==> src/rtl/pol2rec_iter_pkg.sv <==
// Shared constants and types for the CORDIC polar-to-rectangular converter.
//   - state_e      : controller states
//   - DEG90        : 90.0 degrees in signed 8Q24
//   - INV_GAIN_1Q31: 1/K for N_ITER >= 16, unsigned 1Q31
//   - atan_deg()   : atan(2^-i) in degrees, signed 8Q24, i = 0..29
package pol2rec_iter_pkg;

  typedef enum logic [1:0] {
    ST_IDLE = 2'd0,
    ST_LOAD = 2'd1,
    ST_ITER = 2'd2,
    ST_DONE = 2'd3
  } state_e;

  localparam int                ATAN_ENTRIES  = 30;
  localparam logic signed [31:0] DEG90        = 32'sh5A00_0000;
  localparam logic [31:0]       INV_GAIN_1Q31 = 32'h4DBA_76D4;

  function automatic logic [31:0] atan_deg(input logic [4:0] idx);
    case (idx)
      5'd0:  atan_deg = 32'h2D00_0000;
      5'd1:  atan_deg = 32'h1A90_A732;
      5'd2:  atan_deg = 32'h0E09_4740;
      5'd3:  atan_deg = 32'h0720_0112;
      5'd4:  atan_deg = 32'h0393_8AA6;
      5'd5:  atan_deg = 32'h01CA_3795;
      5'd6:  atan_deg = 32'h00E5_2A1B;
      5'd7:  atan_deg = 32'h0072_96D8;
      5'd8:  atan_deg = 32'h0039_4BA5;
      5'd9:  atan_deg = 32'h001C_A5DA;
      5'd10: atan_deg = 32'h000E_52EE;
      5'd11: atan_deg = 32'h0007_2977;
      5'd12: atan_deg = 32'h0003_94BC;
      5'd13: atan_deg = 32'h0001_CA5E;
      5'd14: atan_deg = 32'h0000_E52F;
      5'd15: atan_deg = 32'h0000_7297;
      5'd16: atan_deg = 32'h0000_394C;
      5'd17: atan_deg = 32'h0000_1CA6;
      5'd18: atan_deg = 32'h0000_0E53;
      5'd19: atan_deg = 32'h0000_0729;
      5'd20: atan_deg = 32'h0000_0395;
      5'd21: atan_deg = 32'h0000_01CA;
      5'd22: atan_deg = 32'h0000_00E5;
      5'd23: atan_deg = 32'h0000_0073;
      5'd24: atan_deg = 32'h0000_0039;
      5'd25: atan_deg = 32'h0000_001D;
      5'd26: atan_deg = 32'h0000_000E;
      5'd27: atan_deg = 32'h0000_0007;
      5'd28: atan_deg = 32'h0000_0004;
      5'd29: atan_deg = 32'h0000_0002;
      default: atan_deg = 32'h0000_0000;
    endcase
  endfunction

endpackage

==> src/rtl/pol2rec_iter_if.sv <==
// Handshake and operand/result bundle for pol2rec_iter.
//   start       : request (master -> slave)
//   mod, angle  : polar operand, 16Q16 modulus and 8Q24 degrees
//   busy, done  : status (slave -> master), done is a one-cycle pulse
//   x, y        : rectangular result, 16Q16
interface pol2rec_iter_if;
  logic        start;
  logic [31:0] mod;
  logic [31:0] angle;
  logic        busy;
  logic        done;
  logic [31:0] x;
  logic [31:0] y;

  modport master (output start, mod, angle, input busy, done, x, y);
  modport slave  (input start, mod, angle, output busy, done, x, y);
endinterface

==> src/rtl/pol2rec_iter_atan_rom.sv <==
// Combinational micro-rotation angle lookup, shared with the rec2pol path.
//   idx_i  : iteration index
//   atan_o : atan(2^-idx) in degrees, signed 8Q24
module pol2rec_iter_atan_rom
  import pol2rec_iter_pkg::*;
(
  input  logic [4:0]  idx_i,
  output logic [31:0] atan_o
);
  assign atan_o = atan_deg(idx_i);
endmodule

==> src/rtl/pol2rec_iter.sv <==
// Iterative rotation-mode CORDIC: polar (16Q16 modulus, 8Q24 degrees) to
// rectangular (16Q16). One micro-rotation per enabled clock.
//   clock_i  : system clock, rising edge
//   reset_i  : synchronous active-high reset, overrides enable
//   enable_i : clock enable; low freezes every register
//   bus      : start/mod/angle in, busy/done/x/y out
//
// state   | meaning
// --------+-----------------------------------------------------------
// IDLE    | waiting for start; operands captured on acceptance
// LOAD    | gain prescale and quadrant fold into x/y/z
// ITER    | N_ITER micro-rotations; results registered on the last one
// DONE    | done pulse cycle, results valid; returns to IDLE
module pol2rec_iter
  import pol2rec_iter_pkg::*;
#(
  parameter int          N_ITER   = 24,
  parameter int          GUARD    = 2,
  parameter logic [31:0] INV_GAIN = INV_GAIN_1Q31
) (
  input logic             clock_i,
  input logic             reset_i,
  input logic             enable_i,
  pol2rec_iter_if.slave   bus
);

  localparam int                 XW        = 32 + GUARD;
  localparam logic [4:0]         I_LAST    = 5'(N_ITER - 1);
  localparam logic signed [31:0] NEG_DEG90 = -DEG90;

  state_e                  state_q;
  logic                    busy_q;
  logic                    done_q;
  logic [31:0]             x_q;
  logic [31:0]             y_q;
  logic [31:0]             mod_q;
  logic signed [31:0]      angle_q;
  logic signed [XW-1:0]    xr_q;
  logic signed [XW-1:0]    yr_q;
  logic signed [31:0]      z_q;
  logic [4:0]              i_q;

  logic signed [63:0]      prod;
  logic signed [XW-1:0]    m_s;
  logic signed [XW-1:0]    x0_d;
  logic signed [XW-1:0]    y0_d;
  logic signed [31:0]      z0_d;
  logic [31:0]             atan_i;
  logic signed [XW-1:0]    x_sh;
  logic signed [XW-1:0]    y_sh;
  logic signed [XW-1:0]    x_d;
  logic signed [XW-1:0]    y_d;
  logic signed [31:0]      z_d;
  logic [31:0]             x_sat;
  logic [31:0]             y_sat;

  pol2rec_iter_atan_rom u_atan_rom (
    .idx_i  (i_q),
    .atan_o (atan_i)
  );

  // Gain is below 2^31, so zero-extending it keeps the product signed-correct.
  assign prod = $signed({{32{mod_q[31]}}, mod_q}) * $signed({32'd0, INV_GAIN});
  assign m_s  = XW'(prod >>> 31);

  // Angles beyond +/-90 are pre-rotated by +/-90 so the residual stays
  // inside the CORDIC convergence range.
  always_comb begin
    x0_d = m_s;
    y0_d = '0;
    z0_d = angle_q;
    if (angle_q > DEG90) begin
      x0_d = '0;
      y0_d = m_s;
      z0_d = angle_q - DEG90;
    end else if (angle_q < NEG_DEG90) begin
      x0_d = '0;
      y0_d = -m_s;
      z0_d = angle_q + DEG90;
    end
  end

  assign x_sh = xr_q >>> i_q;
  assign y_sh = yr_q >>> i_q;

  always_comb begin
    if (!z_q[31]) begin
      x_d = xr_q - y_sh;
      y_d = yr_q + x_sh;
      z_d = z_q - $signed(atan_i);
    end else begin
      x_d = xr_q + y_sh;
      y_d = yr_q - x_sh;
      z_d = z_q + $signed(atan_i);
    end
  end

  // In range when all bits from 31 upward agree with the sign.
  always_comb begin
    if (&x_d[XW-1:31] || ~|x_d[XW-1:31]) x_sat = x_d[31:0];
    else                                 x_sat = x_d[XW-1] ? 32'h8000_0000 : 32'h7FFF_FFFF;
    if (&y_d[XW-1:31] || ~|y_d[XW-1:31]) y_sat = y_d[31:0];
    else                                 y_sat = y_d[XW-1] ? 32'h8000_0000 : 32'h7FFF_FFFF;
  end

  always_ff @(posedge clock_i) begin
    if (reset_i) begin
      state_q <= ST_IDLE;
      busy_q  <= 1'b0;
      done_q  <= 1'b0;
      x_q     <= '0;
      y_q     <= '0;
      mod_q   <= '0;
      angle_q <= '0;
      xr_q    <= '0;
      yr_q    <= '0;
      z_q     <= '0;
      i_q     <= '0;
    end else if (enable_i) begin
      case (state_q)
        ST_IDLE: begin
          if (bus.start) begin
            mod_q   <= bus.mod;
            angle_q <= bus.angle;
            busy_q  <= 1'b1;
            state_q <= ST_LOAD;
          end
        end
        ST_LOAD: begin
          xr_q    <= x0_d;
          yr_q    <= y0_d;
          z_q     <= z0_d;
          i_q     <= '0;
          state_q <= ST_ITER;
        end
        ST_ITER: begin
          xr_q <= x_d;
          yr_q <= y_d;
          z_q  <= z_d;
          i_q  <= i_q + 5'd1;
          // Outputs are registered on the final rotation so the DONE cycle
          // already presents valid x/y alongside the done pulse.
          if (i_q == I_LAST) begin
            x_q     <= x_sat;
            y_q     <= y_sat;
            busy_q  <= 1'b0;
            done_q  <= 1'b1;
            state_q <= ST_DONE;
          end
        end
        ST_DONE: begin
          done_q  <= 1'b0;
          state_q <= ST_IDLE;
        end
        default: state_q <= ST_IDLE;
      endcase
    end
  end

  assign bus.busy = busy_q;
  assign bus.done = done_q;
  assign bus.x    = x_q;
  assign bus.y    = y_q;

endmodule

==> src/flat_wrapper.sv <==
// flat-port wrapper written by rule: the top's interface ports become plain ports
module pol2rec_iter_flat import pol2rec_iter_pkg::*;
#(
  parameter int          N_ITER   = 24,
  parameter int          GUARD    = 2,
  parameter logic [31:0] INV_GAIN = INV_GAIN_1Q31
)
  (clock_i, reset_i, enable_i, bus_start, bus_mod, bus_angle, bus_busy, bus_done, bus_x, bus_y);
  pol2rec_iter_if bus_i ();
  input logic clock_i;
  input logic reset_i;
  input logic enable_i;
  input wire logic [$bits(bus_i.start)-1:0] bus_start;
  input wire logic [$bits(bus_i.mod)-1:0] bus_mod;
  input wire logic [$bits(bus_i.angle)-1:0] bus_angle;
  output wire logic [$bits(bus_i.busy)-1:0] bus_busy;
  output wire logic [$bits(bus_i.done)-1:0] bus_done;
  output wire logic [$bits(bus_i.x)-1:0] bus_x;
  output wire logic [$bits(bus_i.y)-1:0] bus_y;
  assign bus_i.start = bus_start;
  assign bus_i.mod = bus_mod;
  assign bus_i.angle = bus_angle;
  assign bus_busy = bus_i.busy;
  assign bus_done = bus_i.done;
  assign bus_x = bus_i.x;
  assign bus_y = bus_i.y;
  pol2rec_iter #(.N_ITER(N_ITER), .GUARD(GUARD), .INV_GAIN(INV_GAIN)) u_core (.clock_i(clock_i), .reset_i(reset_i), .enable_i(enable_i), .bus(bus_i));
endmodule
==> config.mk <==
export PLATFORM = sky130hd
export DESIGN_NAME = pol2rec_iter_flat
export DESIGN_NICKNAME = d
export VERILOG_FILES = /design/src/rtl/pol2rec_iter_pkg.sv /design/src/rtl/pol2rec_iter_if.sv /design/src/rtl/pol2rec_iter_atan_rom.sv /design/src/rtl/pol2rec_iter.sv /design/src/flat_wrapper.sv
export SDC_FILE = /design/constraint.sdc
export NUM_CORES = 2
export LEC_CHECK = 0
export ABC_AREA = 1
export ABC_CLOCK_PERIOD_IN_PS = 8200
export CORE_UTILIZATION = 39
export DETAILED_ROUTE_END_ITERATION = 10
export PLACE_DENSITY = 0.67
export SLEW_MARGIN = 20
export SYNTH_ARGS = -nofsm -noshare
export SYNTH_HDL_FRONTEND = slang
export SYNTH_SLANG_ARGS = --single-unit
==> constraint.sdc <==
create_clock -name clock_i -period 8.2 [get_ports clock_i]
set_clock_uncertainty 0.1 [all_clocks]
set_input_delay 1.23 -clock clock_i [delete_from_list [all_inputs] [get_ports clock_i]]
set_output_delay 1.23 -clock clock_i [all_outputs]
set_load 0.02 [all_outputs]
Word-level counts from Yosys, hierarchy flattened

Memory sizes are Yosys's and may differ from the RTL's. A register that Yosys moved wholly into a read port is not among the register bits.
Cells that the tools add are included.

Register bits after elaboration: 237
Bits in latches: 0
Bits in writable memories: 0
Memory bits (read-only): 960
Input bits: 68
Output and inout port bits: 66
Logic and storage cells: 78
Memories: 1

Memory list:

| memory          | depth | width | read ports | clocked after memory_dff | write ports | line                   | text |
|---|---|---|---|---|---|---|---|
| (no name shown) | 32    | 30    | 1          | 1                        | 0           | pol2rec_iter_pkg.sv:20 | `case (idx)` |

Add/subtract/negate cells: 10
Multiply operators: 1
Divide/modulo/power cells: 0
Magnitude comparators: 2
Equal/unequal tests: 6
Shifts and indexed selects: 2
Multiplexer cells: 27
Bitwise gates (word level): 0
Reductions and logical operators: 18

Operators by type and width:

| kind                                                   | count |
|---|---|
| 2-to-1 mux 32 bit                                      | 7 |
| 2-to-1 mux 34 bit                                      | 6 |
| case mux 34 bit (2 select lines)                       | 2 |
| adder 34 bit                                           | 2 |
| >>> shifter 34 x 5 -> 34 bit                           | 2 |
| subtractor 34 bit                                      | 2 |
| case mux 32 bit (2 select lines)                       | 1 |
| multiplier 32 x 30 -> 62 bit (second input constant)   | 1 |
| negation 33 -> 34 bit                                  | 1 |
| adder 32 bit                                           | 1 |
| adder 32 bit (second input constant)                   | 1 |
| greater-than comparator 32 bit (second input constant) | 1 |
| less-than comparator 32 bit (second input constant)    | 1 |
| subtractor 32 bit                                      | 1 |
| subtractor 32 bit (second input constant)              | 1 |
| AND reduction 3 bit                                    | 6 |
| 2-to-1 mux 5 bit                                       | 2 |
| case mux 5 bit (2 select lines)                        | 1 |
| case mux 2 bit (4 select lines)                        | 1 |
| nonzero test 2 bit                                     | 3 |
| OR reduction 3 bit                                     | 2 |
| adder 5 x 1 -> 5 bit (second input constant)           | 1 |
| equality test 5 bit (second input constant)            | 1 |
| equality test 2 bit (second input constant)            | 2 |
| 11 further kinds                                       | 17 |

Longest topological paths before layout

Depth after elaboration: 7
Mapped depth: 42
Depth with buffers taken out: 41

Cells and area by module

From an unflattened synthesis, not the netlist that was laid out.

Cells, all modules: 6584
Area, all modules: 44285.0 µm²

By module, submodules not included:

| module                | instances | cells each | area each (µm²) | seq. area each (µm²) |
|---|---|---|---|---|
| pol2rec_iter          | 1         | 6410       | 43382.9         | 4744.6 |
| pol2rec_iter_atan_rom | 1         | 174        | 902.1           | 0.0 |

Worst setup path after synthesis

No wires, ideal clock.

Kind: reg-to-reg
Start point: register u_core.mod_q[31]
End point: register u_core.yr_q[28]
Library setup time: 70 ps
Data arrival time: 7899 ps
Required time: 8030 ps
Setup slack: 131 ps
Stages on the path, launching flop included: 30
Buffers on the path: 1
Period minus slack after synthesis: 8069 ps
Cells stage by stage: dfxtp_1 clkbuf_1 clkinv_1 o21ai_0 fa_1 fa_1 fa_1 fa_1 inv_1 fa_1 inv_1 ha_1 nand2_1 nor2_1 nand2_1 nor3_1 nand3_1 nand3_1 nand2_1 nand2_1 nand2_1 nor2_1 nand2_1 nor2_1 nand2_1 nand2_1 nand3_1 nand2_1 nand2_1 a21oi_1

Cells in the longest elaborated chain, start to end: 5

Ends and longest elaborated chain:

| item                               | line                | text |
|---|---|---|
| start, declared                    | pol2rec_iter.sv:36  | `logic [31:0] mod_q;` |
| start signal, assigned             | pol2rec_iter.sv:123 | `mod_q <= bus.mod;` |
| multiplier 32 x 30 -> 62 bit *     | pol2rec_iter.sv:63  | `assign prod = $signed({{32{mod_q[31]}}, mod_q}) * $signed({32'd0, INV_GAIN});` |
| negation 33 -> 34 bit              | pol2rec_iter.sv:78  | `y0_d = -m_s;` |
| 2-to-1 mux 34 bit                  | pol2rec_iter.sv:76  | `end else if (angle_q < NEG_DEG90) begin` |
| 2-to-1 mux 34 bit *                | pol2rec_iter.sv:72  | `if (angle_q > DEG90) begin` |
| case mux 34 bit (2 select lines) * | pol2rec_iter.sv:120 | `case (state_q)` |
| end signal, assigned               | pol2rec_iter.sv:131 | `yr_q <= y0_d;` |
| end signal, assigned               | pol2rec_iter.sv:138 | `yr_q <= y_d;` |
| end, declared                      | pol2rec_iter.sv:39  | `logic signed [XW-1:0] yr_q;` |

Mark *: on every way between the ends. The rest lies on a longest branch, timed or not.
A chain may end at the register's enable or synchronous reset.

Worst setup path in the final report

Start point: register u_core.mod_q[14]
End point: register u_core.yr_q[22]

The elaborated chain is that of the path after synthesis.

==> impl_metrics.tcl <==
set metrics [dict create \
    critical_path_sink_type "flip-flop" \
    timing.final.max_slew_violations 0 \
    bufs_on_longest_clock_path 3 \
    site_rows 124 \
    ys_top_cells_by_area "fa_1 (19%), ha_1 (13%), nand2_1 (12%)" \
    top_level_ports 134 \
    vert_die_dim_um 342 \
    path_max_fanout 7 \
    placeable_area_mm2 0.115 \
    synth_async_sr_flop_share_pct 0 \
    initial_antenna_violation_count 1 \
    worst_setup_path_start_kind "flip-flop" \
    synthDistinctLibCells 58 \
    failed_checks "DRC" \
    cts.root.buffer_cell "clkbuf_16" \
    timing.hold.worst.start "u_core.z_q[7]" \
    status "finished with violations" \
    synth_most_common_cell "nand2_1" \
    ys.flop_type "dfxtp_1" \
    crit_required_ns 8.62 \
    post-synth-top-area-cell "fa_1" \
    synth-warning-count 0 \
    layout.filler_cells 11939 \
    syn2layout_area_growth_pct 10.0 \
    placed_cells_incl_taps 8181 \
    synthesis.area_per_instance_um2 6.81 \
    hp-class "reg2reg" \
    hold_viol_final 0 \
    worst_path_largest_cell_delay_ns 0.61 \
    timing.final.setup_violations 0 \
    detailedRoute.firstIterationViolations 4376 \
    synth_sequential_area_ratio_pct 11.8 \
    fmax_mhz 127 \
    launch_point_of_the_worst_path "u_core.mod_q[14]" \
    final_net_count 7683 \
    drt_pre_antenna_iters 9 \
    floorplan.initialDensity_pct 39.4 \
    time_the_final_worst_path_needs_with_i_o_delays_and_setup_ns 7.90 \
    path_common_cell "nand2_1" \
    wire_length_of_the_first_global_routing_pass_um 245000 \
    finalWirelength_um 159000 \
    synth_cells 6637 \
    cts_made_buffers 37 \
    grt_overflow_total 0 \
    dieArea_mm2 0.117 \
    syn-cell-area_mm2 0.0452 \
    clkSlewWorstSetupHoldPaths_ns 0.06 \
    final-seq-area_mm2 0.00539 \
    clock_tree.htree_level_count 2 \
    holdBufCountCts 0 \
    routedWlPerCell_um 19.3 \
    maxSlewHeadroom_pct 32.5 \
    insertedDiodeCount 0 \
    final_layout_size_suffix_gt1_share_pct 6.22 \
    pin_count_of_the_biggest_net_entering_global_routing 107 \
    multiInputGateArea_mm2 0.0340 \
    first_global_vias 41558 \
    max_cap_viol_count 0 \
    count_of_clock_tree_sinks 267 \
    critical_path.reg2reg.startpoint "u_core.mod_q[14]" \
    placement.io_buffers 133 \
    via_count 43382 \
    synth_edf_count 0 \
    hpwlAfterDp_um 135000 \
    worst_skew_pair.late_latency_ns 0.63 \
    yosys-top-cells-count "nand2_1 (1480), inv_1 (1334), nand3_1 (566), ha_1 (483), fa_1 (424)" \
    syn-num-nets 7612 \
    gp_congestion 1.03 \
    gr_usage_total_pct 27.0 \
    fp.dieW_um 342 \
    worst_path_max_delay_cell "fa_1" \
    layout.cells.non_filler 8248 \
    post-synth-top-area-fraction_pct 18.8 \
    cts_tree "yes" \
    yosys_register_bits 267 \
    final_min_period_over_clock_period_pct 96.4 \
    remaining_drc_errors 8 \
    avgViaCountPerCell 5.26 \
    tightestPinTransition_ns 1.01 \
    critPathArrivalTime_ns 8.32 \
    ant_nets 0 \
    setup_cp_type "reg2reg" \
]
==> sequential cells by signal, summed over array words and instances (netlist names), 2 cells and up <==
signal and cells:
u_core.xr_q 34, u_core.bus.x 32, u_core.mod_q 32, u_core.yr_q 34, u_core.z_q 32, u_core.bus.y 32, u_core.i_q 5, u_core.angle_q 32
u_core.u_atan_rom.atan_o 30, u_core.state_q 2
==> routing by layer <==
metal | routed length [µm] | vias to the layer above | track usage (%)
li1 | - | 21045 | -
met1 | 74400 | 20514 | 39.6
met2 | 67500 | 1633 | 41.1
met3 | 12600 | 188 | 3.73
met4 | 4610 | 2 | 7.24
met5 | 13 | - | 0
==> logic make-up (layout without fill, tap and decap cells) <==
kind of cell / Yosys count / in the layout / synth area share [%]
adders and majority gates: 907 / 907 / 32.1
DFF: 267 / 267 / 11.8
xor gates and xnor gates: 276 / 276 / 5.35
buffers and inverters: 1546 / 1645 / 13.4
AOI/OAI and AO/OA: 1008 / 1008 / 12.5
and+or+nand+nor: 2633 / 2633 / 24.8
==> cell type report <==
| class | count | share of cell area [%] |
|---|---|---|
| inverters | 1344 | 10.2 |
| clock inverters | 17 | 0.465 |
| multi-input cells | 4824 | 68.4 |
| clock buffers | 50 | 2.12 |
| repair buffers | 234 | 4.21 |
| flip-flops and latches | 267 | 10.8 |
| well taps | 1512 | 3.80 |
==> timing repair <==
item,in CTS,in global routing
resized for setup,1,74
setup endpoints to repair,3,29
pin swaps,0,1
endpoints found under the hold margin,0,0
setup buffers,0,0
==> layout by cell type, fill, tap and decap left out, types with 40 or more instances in the layout <==
cell type / count
a21oi_1: 362
a21oi_2: 61
a31oi_1: 69
buf_4: 100
clkdlybuf4s50_1: 132
dfxtp_1: 240
fa_1: 424
ha_1: 470
inv_1: 1328
nand2_1: 1477
nand2_2: 68
nand3_1: 565
nor2_1: 360
nor3_1: 40
o21ai_0: 367
xnor2_1: 91
xor2_1: 178
==> metrics by stage <==
step / setup TNS (ns) / utilization [%] / setup WS, ns / cell area [µm²] / hold WS, ns
2_1_floorplan: 0 / - / 0.131 / 45200 / 0.343
3_3_place_gp: -0.121 / 42.1 / -0.0520 / 48200 / 0.361
3_5_place_dp: 0 / 42.1 / 0.00858 / 48200 / 0.364
4_1_cts: 0 / 43.2 / 0.00178 / 49500 / 0.373
5_1_grt: -0.0881 / 43.4 / -0.0341 / 49800 / 0.391
6_report: 0 / 43.4 / 0.296 / 49800 / 0.372
==> path summary, 6_finish.rpt <==
kind / end / slack [ns] / cells after the start
worst min register to register: u_core.z_q[7] / 0.37 / 2
worst max register to register: u_core.yr_q[22] / 0.30 / 31
worst min-delay path: u_core.z_q[7] / 0.37 / 2
worst max-delay path: u_core.yr_q[22] / 0.30 / 31
==> critical path: cells and delay by family, from the launching register on <==
| family | cells | cell delay (ns) |
|---|---|---|
| XOR/XNOR | 1 | 0.31 |
| flip-flops | 1 | 0.39 |
| AND/OR/NAND/NOR | 14 | 2.15 |
| buffers and inverters | 5 | 0.39 |
| AO/OA/AOI/OAI | 2 | 0.26 |
| adder cells (fa/ha/maj) | 9 | 4.19 |
Power is left out: the tool's default activity adds up to more than one toggle a clock period on the data nets, which glitch-free logic cannot reach.
